==> src/rtl/wb_burst_master.sv <==
// Wishbone B4 pipelined initiator: moves one cache line per core request as a burst of beats.
// Optional ack watchdog that aborts a stuck burst: define WB_BURST_MASTER_TIMEOUT_EN.
module wb_burst_master #(
    parameter int unsigned DATA_WIDTH = 16,
    parameter int unsigned ADDR_WIDTH = 32,
    parameter int unsigned LINE_WIDTH = 128,
    parameter int unsigned TIMEOUT    = 255
) (
    input  logic                    clk,
    input  logic                    n_rst,
    input  logic                    i_req_valid,
    output logic                    o_req_ready,
    input  logic                    i_req_we,
    input  logic [ADDR_WIDTH-1:0]   i_req_addr,
    input  logic [LINE_WIDTH-1:0]   i_req_data,
    output logic                    o_rsp_valid,
    output logic [LINE_WIDTH-1:0]   o_rsp_data,
    output logic                    o_rsp_err,
    output logic                    o_wb_cyc,
    output logic                    o_wb_stb,
    output logic                    o_wb_we,
    output logic [DATA_WIDTH/8-1:0] o_wb_sel,
    output logic [ADDR_WIDTH-1:0]   o_wb_addr,
    output logic [DATA_WIDTH-1:0]   o_wb_data,
    input  logic [DATA_WIDTH-1:0]   i_wb_data,
    input  logic                    i_wb_ack,
    input  logic                    i_wb_stall
);

    localparam int unsigned WORD_SIZE = DATA_WIDTH / 8;
    localparam int unsigned BEATS     = LINE_WIDTH / DATA_WIDTH;
    localparam int unsigned IDX_W     = $clog2(BEATS);
    localparam int unsigned CNT_W     = IDX_W + 1;
    localparam logic [ADDR_WIDTH-1:0] OFF_MASK = ADDR_WIDTH'((LINE_WIDTH / 8) - 1);

    typedef enum logic [1:0] {
        S_IDLE,
        S_BUS,
        S_DONE
    } state_t;

    state_t                  state_q;
    logic                    ready_q;
    logic [CNT_W-1:0]        issue_q, issue_d;
    logic [CNT_W-1:0]        ack_q, ack_d;
    logic                    we_q;
    logic [ADDR_WIDTH-1:0]   base_q;
    logic [LINE_WIDTH-1:0]   wline_q;
    logic [LINE_WIDTH-1:0]   rline_q;
    logic                    cyc_q;
    logic                    stb_q;
    logic [WORD_SIZE-1:0]    sel_q;
    logic [ADDR_WIDTH-1:0]   addr_q;
    logic [DATA_WIDTH-1:0]   wdat_q;
    logic                    rsp_valid_q;

    logic                    accept;
    logic                    issue_fire;
    logic                    ack_hit;
    logic                    last_ack;
    logic                    finish;
    logic [ADDR_WIDTH-1:0]   base_in;
    logic [ADDR_WIDTH-1:0]   next_addr;
    logic [DATA_WIDTH-1:0]   next_wdat;

`ifdef WB_BURST_MASTER_TIMEOUT_EN
    localparam int unsigned WD_W = $clog2(TIMEOUT + 1);
    logic [WD_W-1:0] wd_q, wd_d;
    logic            rsp_err_q;
    logic            timeout_hit;
`endif

    always_comb begin
        accept     = i_req_valid && ready_q;
        base_in    = i_req_addr & ~OFF_MASK;
        issue_fire = stb_q && !i_wb_stall;
        issue_d    = issue_q + CNT_W'(issue_fire);
        // An ack with nothing outstanding belongs to no beat and is dropped.
        ack_hit    = (state_q == S_BUS) && i_wb_ack && (ack_q < issue_q);
        ack_d      = ack_q + CNT_W'(ack_hit);
        last_ack   = ack_hit && (ack_q == CNT_W'(BEATS - 1));
        next_addr  = base_q + ADDR_WIDTH'(issue_d) * ADDR_WIDTH'(WORD_SIZE);
        next_wdat  = wline_q[int'(issue_d[IDX_W-1:0]) * DATA_WIDTH +: DATA_WIDTH];
`ifdef WB_BURST_MASTER_TIMEOUT_EN
        wd_d        = i_wb_ack ? '0 : wd_q + WD_W'(1);
        timeout_hit = (state_q == S_BUS) && !i_wb_ack && (wd_q == WD_W'(TIMEOUT - 1));
        finish      = last_ack || timeout_hit;
`else
        finish      = last_ack;
`endif
    end

    always_ff @(posedge clk or negedge n_rst) begin
        if (!n_rst) begin
            state_q     <= S_IDLE;
            ready_q     <= 1'b1;
            issue_q     <= '0;
            ack_q       <= '0;
            we_q        <= 1'b0;
            base_q      <= '0;
            wline_q     <= '0;
            rline_q     <= '0;
            cyc_q       <= 1'b0;
            stb_q       <= 1'b0;
            sel_q       <= '0;
            addr_q      <= '0;
            wdat_q      <= '0;
            rsp_valid_q <= 1'b0;
`ifdef WB_BURST_MASTER_TIMEOUT_EN
            wd_q        <= '0;
            rsp_err_q   <= 1'b0;
`endif
        end else begin
            case (state_q)
                S_IDLE: begin
                    rsp_valid_q <= 1'b0;
                    if (accept) begin
                        state_q <= S_BUS;
                        ready_q <= 1'b0;
                        issue_q <= '0;
                        ack_q   <= '0;
                        we_q    <= i_req_we;
                        base_q  <= base_in;
                        wline_q <= i_req_we ? i_req_data : '0;
                        rline_q <= '0;
                        cyc_q   <= 1'b1;
                        stb_q   <= 1'b1;
                        sel_q   <= '1;
                        addr_q  <= base_in;
                        wdat_q  <= i_req_we ? i_req_data[DATA_WIDTH-1:0] : '0;
`ifdef WB_BURST_MASTER_TIMEOUT_EN
                        wd_q    <= '0;
`endif
                    end
                end

                S_BUS: begin
                    issue_q <= issue_d;
                    ack_q   <= ack_d;
`ifdef WB_BURST_MASTER_TIMEOUT_EN
                    wd_q    <= wd_d;
`endif
                    if (ack_hit && !we_q) begin
                        rline_q[int'(ack_q[IDX_W-1:0]) * DATA_WIDTH +: DATA_WIDTH] <= i_wb_data;
                    end
                    // Address/data only advance on an accepted beat, so a stall holds them.
                    if (issue_fire) begin
                        if (issue_d == CNT_W'(BEATS)) begin
                            stb_q  <= 1'b0;
                            sel_q  <= '0;
                            wdat_q <= '0;
                        end else begin
                            addr_q <= next_addr;
                            wdat_q <= we_q ? next_wdat : '0;
                        end
                    end
                    if (finish) begin
                        state_q     <= S_DONE;
                        cyc_q       <= 1'b0;
                        stb_q       <= 1'b0;
                        sel_q       <= '0;
                        wdat_q      <= '0;
                        we_q        <= 1'b0;
                        rsp_valid_q <= 1'b1;
`ifdef WB_BURST_MASTER_TIMEOUT_EN
                        rsp_err_q   <= timeout_hit;
`endif
                    end
                end

                S_DONE: begin
                    rsp_valid_q <= 1'b0;
`ifdef WB_BURST_MASTER_TIMEOUT_EN
                    rsp_err_q   <= 1'b0;
`endif
                    ready_q     <= 1'b1;
                    state_q     <= S_IDLE;
                end

                default: begin
                    state_q <= S_IDLE;
                    ready_q <= 1'b1;
                end
            endcase
        end
    end

    assign o_req_ready = ready_q;
    assign o_rsp_valid = rsp_valid_q;
    assign o_rsp_data  = rline_q;
`ifdef WB_BURST_MASTER_TIMEOUT_EN
    assign o_rsp_err   = rsp_err_q;
`else
    assign o_rsp_err   = 1'b0;
`endif
    assign o_wb_cyc    = cyc_q;
    assign o_wb_stb    = stb_q;
    assign o_wb_we     = we_q;
    assign o_wb_sel    = sel_q;
    assign o_wb_addr   = addr_q;
    assign o_wb_data   = wdat_q;

endmodule

==> config.mk <==
export PLATFORM = sky130hd
export DESIGN_NAME = wb_burst_master
export DESIGN_NICKNAME = d
export VERILOG_FILES = /design/src/rtl/wb_burst_master.sv
export SDC_FILE = /design/constraint.sdc
export NUM_CORES = 1
export LEC_CHECK = 0
export ABC_AREA = 1
export ABC_CLOCK_PERIOD_IN_PS = 2600
export CORE_ASPECT_RATIO = 2
export CORE_MARGIN = 2
export CORE_UTILIZATION = 46
export DETAILED_ROUTE_END_ITERATION = 8
export PLACE_DENSITY = 0.81
export SETUP_SLACK_MARGIN = 0.15
export SLEW_MARGIN = 20
export SYNTH_ARGS = -nofsm -noshare
export SYNTH_HDL_FRONTEND = slang
export SYNTH_SLANG_ARGS = --single-unit
export TNS_END_PERCENT = 1
==> constraint.sdc <==
create_clock -name clk -period 2.6 [get_ports clk]
set_clock_uncertainty 0.1 [all_clocks]
set_input_delay 0.78 -clock clk [delete_from_list [all_inputs] [get_ports clk]]
set_output_delay 0.78 -clock clk [all_outputs]
set_load 0.02 [all_outputs]
==> flow_metrics.env <==
export IMPL_antenna_found_initial=2
export IMPL_synth_cells=1957
export IMPL_dp_hpwl_um=42400
export IMPL_crit_type="reg2out"
export IMPL_drv_cap=0
export IMPL_finalHoldViolCount=0
export IMPL_drive_gt1_frac=0.0880
export IMPL_wl_um=54800
export IMPL_die_h_um=268
export IMPL_hp_class="in2async"
export IMPL_grt_pass1_wl_um=83600
export IMPL_die_width_um=136
export IMPL_cts_root_buf="clkbuf_16"
export IMPL_ant_nets=0
export IMPL_portBuffers=359
export IMPL_synth_area_top_cells="dfrtp_1 54%, nand2_1 18%, nand3_1 5.5%, a22o_1 4.4%, o21ai_0 4.2%"
export IMPL_cts_htree_levels=1
export IMPL_fin_area_um2=22000
export IMPL_max_slew_margin=0.649
export IMPL_outcome="complete, no violations"
export IMPL_synth_main_ff_cell="dfrtp_1"
export IMPL_multiInputGateArea_um2=6610
export IMPL_gp_congestion=0.938
export IMPL_rows=96
export IMPL_clockBufferDepth=3
export IMPL_synth_top_family_by_area="simple AND/OR/NAND/NOR gates"
export IMPL_grt_max_degree=76
export IMPL_syn_avg_cell_area_um2=8.21
export IMPL_post_route_util=0.640
export IMPL_crit_path_end_kind="primary output"
export IMPL_synth_adder_area_share=0.00935
export IMPL_io_pins=366
export IMPL_path_max_fanout=2
export IMPL_yosys_warnings=0
export IMPL_synth_cell_type_count=34
export IMPL_path_cells="clkdlybuf4s50_1"
export IMPL_synth_most_common_cell="nand2_1"
export IMPL_ir_drop_mv=0.621
export IMPL_ys_seq_area_frac=0.539
export IMPL_core_area_um2=34400
export IMPL_start_util=0.468
export IMPL_clock_latency_ps=570
export IMPL_cp_buffers_inverters=1
export IMPL_ys_ff_latch=346
export IMPL_first_iter_violations=1093
export IMPL_cellLeakagePower_nw=11.0
export IMPL_ys_async_sr_fraction=1.00
export IMPL_synthSimpleGateAreaFrac=0.280
export IMPL_dpl_cell_area_um2=21000
export IMPL_synth_edf_count=0
export IMPL_yosys_top_cells_count="764 x nand2_1, 345 x dfrtp_1, 178 x nand3_1, 135 x o21ai_0, 120 x nor2_1"
export IMPL_nets=2548
export IMPL_critPathLaunchType="register"
export IMPL_cts_tree="built"
export IMPL_synth_compound_area_frac=0.109
export IMPL_setup_viol=0
export IMPL_cpPeakStageDelay_ps=630
export IMPL_synth_top_cell_area_share=0.537
export IMPL_grt_pass1_vias=15500
export IMPL_dr_pass1_iters=7
export IMPL_post_drt_wl_per_cell_um=19.5
export IMPL_worst_slew_pin_transition_ps=526
export IMPL_yosys_area_top_type="dfrtp_1"
export IMPL_cts_sinks=346
export IMPL_vias=15200
export IMPL_post_route_period_util=0.935
export IMPL_synth_area_mux_share=0
export IMPL_grt_usage=0.300
export IMPL_cp_slowest_cell="clkdlybuf4s50_1"
export IMPL_via_per_inst=5.41
export IMPL_period_needed_ps=2430
export IMPL_fin_ws_ps=170
export IMPL_clk_pin_slew_ps=70
export IMPL_die_area_um2=36500
export IMPL_timing_fmax_ghz=0.411
export IMPL_dpl_cell_count=2763
export IMPL_route_detailed_drc=0
export IMPL_synth_xor_area_frac=0.00491
export IMPL_p_per_area_nw_per_um2=1130
export IMPL_cp_arrival_ps=1550
export IMPL_path_delay_family="buffers and inverters"
export IMPL_slew_violations=0
export IMPL_area_growth_pct=36.9
export IMPL_cp_required_ps=1720
export IMPL_pre_cts_ws_ps=-630
export IMPL_fin_cells=2817
export IMPL_rsz0062_at_grt="true"
export IMPL_fillerInstances=2890
export IMPL_seq_area_um2=8660
export IMPL_synth_cell_area_um2=16100
export IMPL_cts_made_buffers=30
export IMPL_overflow=0
## cell type report
cell class	instances	share of cell area
Tap cell	441	0.0251
Timing Repair Buffer	475	0.214
Clock buffer	43	0.0405
Multi-Input combinational cell	1388	0.301
Inverter	113	0.0196
Antenna cell	2	0.000228
Sequential cell	346	0.394
Clock inverter	9	0.00592
## routing by layer
metal  vias to the layer above  part of all wire  track usage
met2                       695              0.54        0.563
met3                       190             0.059       0.0381
met5                         -                 0            0
met1                      7236              0.32        0.292
met4                         0             0.090        0.227
li1                       7121                 -            -
## stage by stage
stage	power, mW	setup TNS [ps]	hold WS (ps)
final	24.8	0	46.4
after global routing	26.3	0	69.0
after CTS	24.8	0	50.9
after detailed placement	20.4	-44400	357
after global placement	20.1	-38680	355
after floorplan	14.8	-34.1	354
## final timing paths
check,from,end,slack [ps],cells after the start
max,o_rsp_data[112]$_DFFE_PN0P_,o_rsp_data[112],170,1
min,n_rst,wline_q[66]$_DFFE_PN0P_,50,1
max reg2reg,o_wb_sel[0]$_DFFE_PN0P_,o_wb_addr[15]$_DFFE_PN0P_,240,12
min reg2reg,o_rsp_data[99]$_DFFE_PN0P_,o_rsp_data[99]$_DFFE_PN0P_,370,2
max in group asynchronous,n_rst,o_wb_addr[20]$_DFFE_PN0P_,1640,2
min in group clk,o_rsp_data[99]$_DFFE_PN0P_,o_rsp_data[99]$_DFFE_PN0P_,370,2
## flip-flops by register name (all words and copies together) (netlist names)
signal	count
ack_q	4
base_q	28
issue_q	4
o_req_ready	1
o_rsp_data	128
o_rsp_valid	1
o_wb_addr	31
o_wb_cyc	1
o_wb_data	16
o_wb_sel	1
o_wb_we	1
state_q	2
wline_q	128
## placed cells by master, fill, tap and decap left out, types with 3 or more instances in the layout
cell type          n
nand2_1          761
dfrtp_1          345
clkdlybuf4s50_1  257
nand3_1          177
o21ai_0          133
nor2_1           113
inv_1            105
dlygate4sd2_1    101
buf_4             86
a22o_1            80
o211ai_1          32
clkbuf_16         31
buf_12            29
nor2_4            18
a21oi_1           18
ha_1               9
clkbuf_8           7
xor2_1             6
nand4_1            5
clkbuf_1           5
nand3_2            4
inv_2              4
nand2_2            3
nand2_4            3
clkinvlp_4         3
o22ai_1            3
nand3b_1           3
clkinv_2           3
bufinv_16          3
## where the power goes
part	internal, mW	leakage, nW	switching, mW	total [mW]
registers	7.13	4.60	1.20	8.33
clock network	2.67	0.501	2.02	4.69
logic	4.55	5.91	7.28	11.8
total	14.3	11.0	10.5	24.8
## worst reg2reg max path: cells and delay by family (launching register included)
family	cells	cell delay, ps
and+or+nand+nor	7	850
xor gates and xnor gates	2	520
adders and majority gates	2	370
DFF	1	350
buffers and inverters	1	70
## cells by family (layout without fill, tap and decap cells)
group | count (synthesis) | in the layout
flip-flops | 346 | 346
adder cells (fa/ha/maj) | 12 | 12
AO/OA/AOI/OAI | 272 | 272
XOR/XNOR | 9 | 9
buffers and inverters | 224 | 640
other | 1 | 4
AND/OR/NAND/NOR | 1093 | 1093
## what timing repair did
action,CTS,global route
endpoints found under the hold margin,0,0
resized for setup,107,7
buffers inserted,0,0
cloned,0,0
endpoints found under the setup margin,125,109
hold buffers,0,0
pin swaps,4,1
Note: power is estimated with default switching activity, not from simulation.
